===== src/rtl/uart_tx_fifo_if.sv =====
// rtl/uart_tx_fifo_if.sv - RIB slave bus bundle for the UART transmitter
interface uart_tx_fifo_if;
  logic [31:0] addr_i;
  logic [31:0] data_i;
  logic        we_i;
  logic [31:0] data_o;

  modport master (output addr_i, output data_i, output we_i, input data_o);
  modport slave  (input addr_i, input data_i, input we_i, output data_o);
endinterface


===== src/rtl/uart_tx_fifo.sv =====
// rtl/uart_tx_fifo.sv - memory-mapped 8N1 UART transmitter with byte FIFO
// Registers answer reads combinationally; the serializer drains the FIFO onto tx_pin.
module uart_tx_fifo #(
  parameter int          FIFO_DEPTH   = 8,
  parameter logic [15:0] BAUD_DIV_RST = 16'd434
) (
  input  logic           clk,
  input  logic           rst,
  uart_tx_fifo_if.slave  bus,
  output logic           tx_pin,
  output logic           irq_o
);

  localparam int AW = $clog2(FIFO_DEPTH);
  localparam int CW = AW + 1;

  typedef enum logic [1:0] {IDLE, START, DATA, STOP} state_t;

  logic          tx_en;
  logic          overflow;
  logic [15:0]   baud;
  logic [7:0]    mem [FIFO_DEPTH];
  logic [AW-1:0] wr_ptr, rd_ptr;
  logic [CW-1:0] count;
  logic [3:0]    count4;

  state_t        state, state_d;
  logic [7:0]    shift_q, shift_d;
  logic [15:0]   div_q, div_d;
  logic [15:0]   phase_q, phase_d;
  logic [2:0]    bit_q, bit_d;
  logic          tx_q, tx_d;
  logic          pop, phase_end;

  logic [7:0]    addr_lo;
  logic          wr_ctrl, wr_status, wr_baud, wr_txdata;
  logic          full, empty, push, drop;
  logic [31:0]   rdata;
  logic          unused_bits;

  assign addr_lo     = bus.addr_i[7:0];
  assign unused_bits = ^{bus.addr_i[31:8], bus.data_i[31:16]};

  assign wr_ctrl   = bus.we_i && (addr_lo == 8'h00);
  assign wr_status = bus.we_i && (addr_lo == 8'h04);
  assign wr_baud   = bus.we_i && (addr_lo == 8'h08);
  assign wr_txdata = bus.we_i && (addr_lo == 8'h0C);

  // Full is judged on the pre-edge count, so a same-cycle pop never rescues a push.
  assign full  = (count == CW'(FIFO_DEPTH));
  assign empty = (count == '0);
  assign push  = wr_txdata && !full;
  assign drop  = wr_txdata && full;

  always_ff @(posedge clk) begin
    if (!rst) begin
      tx_en    <= 1'b0;
      overflow <= 1'b0;
      baud     <= BAUD_DIV_RST;
      wr_ptr   <= '0;
      rd_ptr   <= '0;
      count    <= '0;
    end else begin
      if (wr_ctrl) tx_en <= bus.data_i[0];
      if (wr_baud) baud  <= bus.data_i[15:0];
      if (drop)
        overflow <= 1'b1;
      else if (wr_status && bus.data_i[3])
        overflow <= 1'b0;
      if (push) wr_ptr <= wr_ptr + 1'b1;
      if (pop)  rd_ptr <= rd_ptr + 1'b1;
      case ({push, pop})
        2'b10:   count <= count + 1'b1;
        2'b01:   count <= count - 1'b1;
        default: count <= count;
      endcase
    end
  end

  always_ff @(posedge clk) begin
    if (push) mem[wr_ptr] <= bus.data_i[7:0];
  end

  always_ff @(posedge clk) begin
    if (!rst) begin
      state   <= IDLE;
      shift_q <= '0;
      div_q   <= 16'd1;
      phase_q <= '0;
      bit_q   <= '0;
      tx_q    <= 1'b1;
    end else begin
      state   <= state_d;
      shift_q <= shift_d;
      div_q   <= div_d;
      phase_q <= phase_d;
      bit_q   <= bit_d;
      tx_q    <= tx_d;
    end
  end

  assign phase_end = (phase_q == div_q - 16'd1);

  // tx_d is the line level for the state being entered, keeping tx_pin a pure flop.
  always_comb begin
    state_d = state;
    shift_d = shift_q;
    div_d   = div_q;
    phase_d = phase_q;
    bit_d   = bit_q;
    tx_d    = tx_q;
    pop     = 1'b0;
    case (state)
      IDLE: begin
        tx_d = 1'b1;
        if (tx_en && !empty) begin
          pop     = 1'b1;
          state_d = START;
          shift_d = mem[rd_ptr];
          div_d   = (baud == 16'd0) ? 16'd1 : baud;
          phase_d = '0;
          bit_d   = '0;
          tx_d    = 1'b0;
        end
      end
      START: begin
        if (phase_end) begin
          phase_d = '0;
          state_d = DATA;
          tx_d    = shift_q[0];
        end else begin
          phase_d = phase_q + 16'd1;
        end
      end
      DATA: begin
        if (phase_end) begin
          phase_d = '0;
          if (bit_q == 3'd7) begin
            state_d = STOP;
            tx_d    = 1'b1;
          end else begin
            bit_d   = bit_q + 3'd1;
            shift_d = {1'b0, shift_q[7:1]};
            tx_d    = shift_q[1];
          end
        end else begin
          phase_d = phase_q + 16'd1;
        end
      end
      STOP: begin
        tx_d = 1'b1;
        if (phase_end) begin
          phase_d = '0;
          state_d = IDLE;
        end else begin
          phase_d = phase_q + 16'd1;
        end
      end
      default: begin
        state_d = IDLE;
        tx_d    = 1'b1;
      end
    endcase
  end

  assign count4 = 4'(count);

  always_comb begin
    rdata = 32'h0;
    case (addr_lo)
      8'h00: rdata[0] = tx_en;
      8'h04: begin
        rdata[0]    = (state != IDLE);
        rdata[1]    = full;
        rdata[2]    = empty;
        rdata[3]    = overflow;
        rdata[11:8] = count4;
      end
      8'h08: rdata[15:0] = baud;
      default: rdata = 32'h0;
    endcase
  end

  assign bus.data_o = rdata;
  assign tx_pin     = tx_q;
  assign irq_o      = tx_en && empty && (state == IDLE);

endmodule


===== src/flat_wrapper.sv =====
// flat-port wrapper written by rule: the top's interface ports become plain ports
module uart_tx_fifo_flat 
#(
  parameter int          FIFO_DEPTH   = 8,
  parameter logic [15:0] BAUD_DIV_RST = 16'd434
)
  (clk, rst, tx_pin, irq_o, bus_addr_i, bus_data_i, bus_we_i, bus_data_o);
  uart_tx_fifo_if bus_i ();
  input  logic clk;
  input  logic rst;
  output logic tx_pin;
  output logic irq_o;
  input wire logic [$bits(bus_i.addr_i)-1:0] bus_addr_i;
  input wire logic [$bits(bus_i.data_i)-1:0] bus_data_i;
  input wire logic [$bits(bus_i.we_i)-1:0] bus_we_i;
  output wire logic [$bits(bus_i.data_o)-1:0] bus_data_o;
  assign bus_i.addr_i = bus_addr_i;
  assign bus_i.data_i = bus_data_i;
  assign bus_i.we_i = bus_we_i;
  assign bus_data_o = bus_i.data_o;
  uart_tx_fifo #(.FIFO_DEPTH(FIFO_DEPTH), .BAUD_DIV_RST(BAUD_DIV_RST)) u_core (.clk(clk), .rst(rst), .bus(bus_i), .tx_pin(tx_pin), .irq_o(irq_o));
endmodule

===== config.mk =====
export PLATFORM = sky130hd
export DESIGN_NAME = uart_tx_fifo_flat
export DESIGN_NICKNAME = d
export VERILOG_FILES = /design/src/rtl/uart_tx_fifo_if.sv /design/src/rtl/uart_tx_fifo.sv /design/src/flat_wrapper.sv
export SDC_FILE = /design/constraint.sdc
export NUM_CORES = 1
export LEC_CHECK = 0
export CORE_UTILIZATION = 50
export DETAILED_ROUTE_END_ITERATION = 8
export DONT_BUFFER_PORTS = 1
export SYNTH_ARGS = -nofsm -noshare
export SYNTH_HDL_FRONTEND = slang
export SYNTH_SLANG_ARGS = --single-unit

===== constraint.sdc =====
create_clock -name clk -period 5.95 [get_ports clk]
set_input_delay 0.2975 -clock clk [delete_from_list [all_inputs] [get_ports clk]]
set_output_delay 0.2975 -clock clk [all_outputs]
set_load 0.005 [all_outputs]

==> out/qor.yml <==
outcome:
  status: "finished clean"
synth:
  synth_mux_area_frac: 0.0863
  synth.yosys.seq_area_share: 0.521
  arithmetic_cell_share_of_the_synthesized_area_counting_full_adders_half_adders_and_majority_gates: 0.0294
  post_synthesis_simple_gate_area_fraction: 0.180
  mappedNetlistArea_mm2: 0.00664
  ys_seq_elements: 141
  yosys.cell_count.top_type: "nand2_1"
  netlist_top_cells_area: "edfxtp_1, dfxtp_1, nand2_1"
  number_of_warning_messages_in_the_yosys_log: 0
  fraction_of_the_mapped_netlist_area_in_compound_gates: 0.0852
  synth.largest_area_cell: "edfxtp_1"
  synth-async-reset-ratio: 0
  synth_top_family_by_area: "simple AND/OR/NAND/NOR gates"
  synth_enable_flop_cells: 64
  dominantRegCellSynth: "dfxtp_1"
  avgSynthCellArea_um2: 10.6
  netlist-cell-type-count: 61
  post-synth-top-area-fraction: 0.289
  syn-instance-count: 625
  synthXorXnorAreaFrac: 0.0514
  netlist_top_cells_count: "nand2_1, dfxtp_1, edfxtp_1"
critical_path:
  worst_setup_path_start_kind: "flop"
  critical_path.endpoint: "u_core.count[3]$_SDFFE_PN0P_"
  timing.reg2reg.setup_slack_ns: 2.29
  worstPathRequired_ns: 6.31
  worstReg2RegEnd: "u_core.count[3]$_SDFFE_PN0P_"
  startpoint: "u_core.count[0]$_SDFFE_PN0P_"
  r2r_start: "u_core.count[0]$_SDFFE_PN0P_"
  worst-endpoint-arrival_ns: 4.02
  critPathKind: "reg -> reg"
  worstRegToRegCells: 11
  crit_fanout: 20
  critPathCaptureType: "flop"
sta:
  slew_violations: 0
  post-route-min-period_ns: 3.66
  rsz0062_at_grt: "no"
  worst_slew_slack_as_a_fraction_of_its_limit: 0.261
  fmax_ghz: 0.273
  worst_clock_skew_ns: 0.0108
  worst_slew_pin_slew_ns: 1.11
  setup_total_negative_slack_ns: 0
  setup_violations: 0
  final.period_utilization: 0.616
  timing.final.hold_violations: 0
floorplan:
  floorplan.io_pins: 101
  core_area_mm2: 0.0128
  fp.dieH_um: 117
  die-width_um: 117
  placementRows: 41
  dieArea_mm2: 0.0137
  floorplan.initialDensity: 0.520
route:
  drtAntennaViolNets: 0
  post_drt_via_cell_ratio: 5.55
  routedLengthMet1_mm: 6.80
  vias: 4524
  totalWireLength_mm: 14.0
  wl_met2_mm: 6.51
  detail_route.iter0.violations: 299
  route.detailed.wl_per_inst_um: 17.1
  met3_wl_post_dr_um: 491
  drc: 0
  top_signal_layer_used: "met4"
  drt_pre_antenna_iters: 4
worst_hold_path:
  min-delay-start: "bus_data_i[15]"
  min-delay-path-class: "in -> reg"
placement:
  detailed_place_hpwl_mm: 9.36
  place_congestion: 0.834
  portBuffers: 0
global_route:
  groute.usage.overall: 0.220
  pin_count_of_the_biggest_net_entering_global_routing: 28
  via_count_of_the_first_global_routing_pass: 4184
  antenna_violations_before_repair: 0
  global_route_wire_length_before_repair_mm: 22.0
  grt_overflow: 0
final_layout:
  final_util: 0.577
  areaGrowthSynthToFinish_pct: 10.9
  post_route_cells_drive_above_1_share: 0.0995
  num-nets-final: 712
  number_of_antenna_repair_diodes: 0
clock_tree:
  cts-root-buf: "clkbuf_16"
  post_cts_resize_count: 0
  tritoncts: "yes"
  hold_buffers: 11
  cts_max_level: 4
  post_cts.repair.setup_buffers: 0
  tritoncts.num_buffers: 17
  clk_path_buf_depth: 2
  worstSkewPairLatency_ns: 0.43
  cts.sinks: 141
  clkSlewWorstSetupHoldPaths_ns: 0.06
job:
  max_cap_violations: 0
pwr:
  irDropWorstVdd_mv: 0.190
  cellPowerDensity_mw_per_mm2: 278
  power.leakage_nw: 2.60
[critical path, cell delays in order (launching register included)]
cell and delay (ns):
dfxtp_1 0.38, or4_1 0.57, and2_1 0.23, nand2_1 0.43, inv_1 0.46, ha_1 0.36, ha_1 0.28, a21o_1 0.17
a21oi_1 0.16, xnor2_1 0.09, or3_1 0.31, a21oi_1 0.14
[worst min path at each step]
stage / endpoint / depth (start not counted)
2_1_floorplan: u_core.mem[0][0]$_DFFE_PP_ / 0
3_3_place_gp: u_core.tx_pin$_SDFFE_PN1P_ / 1
3_5_place_dp: u_core.tx_pin$_SDFFE_PN1P_ / 1
4_1_cts: u_core.baud[13]$_SDFFE_PN0P_ / 2
5_1_grt: u_core.state[0]$_SDFFE_PN0P_ / 1
6_report: u_core.baud[15]$_SDFFE_PN0P_ / 2
[sequential cells by signal (all words and copies together), names as in the netlist, named ones only]
name	cells
u_core.div_q	16
u_core.tx_pin	1
u_core.bit_q	3
u_core.phase_q	16
u_core.overflow	1
u_core.count	4
u_core.shift_q	8
u_core.tx_en	1
u_core.state	2
u_core.wr_ptr	3
u_core.baud	16
u_core.rd_ptr	3
u_core.mem	64
[cells in the final DEF (no fill, tap or decap), drive strengths merged, types with 3 or more instances in the layout]
cell         netlist  routed
and3               7       7
a31oi              3       3
nand2b             5       5
or4                6       6
a2111oi            3       3
o21ai              8       8
dfxtp             77      77
mux2i             19      19
conb               1      16
clkbuf            23      19
mux4              16      16
ha                14      14
dlygate4sd3        0      11
xnor2             19      19
nand2            107     107
and4               3       3
o211ai             8       8
inv               12      18
clkinvlp           0       3
edfxtp            64      64
clkinv             1       4
nor2              53      53
and2              11      11
a21oi             39      39
nand4              5       5
nand3             18      18
nor3               9       9
nor4b              3       3
a31o               3       3
buf               22       5
a22o               7       7
xor2              20      20
nor3b              4       4
nor4              11      11
or3                4       4
[stage by stage]
stage	hold WS, ns	std cells	power, mW	area [µm²]	setup slack (ns)
after floorplan	0.396	640	1.05	6700	3.00
after global placement	0.363	772	1.05	6700	2.28
after detailed placement	0.370	772	1.05	6700	2.25
after CTS	0.00145	815	2.06	7370	2.22
after global routing	0.00201	815	2.10	7370	1.99
final	0.00828	815	2.05	7370	2.29
[final cells by class]
class | count | area [µm²]
fill | 1063 | 5410
sequential | 141 | 3460
timing repair buffer | 16 | 148
clock buffer | 19 | 433
multi-input combinational | 441 | 2930
inverter | 13 | 48.8
clock inverter | 13 | 129
tap | 172 | 215
[power breakdown]
part | total, mW | switching, mW | internal (mW)
Combinational | 0.0252 | 0.0170 | 0.00823
Sequential | 1.01 | 0.000310 | 1.01
Clock | 1.01 | 0.429 | 0.583
[cell families after synthesis]
family / count (synthesis)
AO/OA/AOI/OAI: 85
adder cells (fa/ha/maj): 15
buffers and inverters: 58
multiplexers: 37
flip-flops: 141
other: 1
AND/OR/NAND/NOR: 249
XOR/XNOR: 39
[metal layers]
| metal | global-route usage | up-vias |
|---|---|---|
| met1 | 0.306 | 2195 |
| met2 | 0.337 | 92 |
| met4 | 0.0608 | 0 |
| met3 | 0.0613 | 10 |
| li1 | - | 2227 |
| met5 | 0 | - |
(Power assumes the default switching activity.)
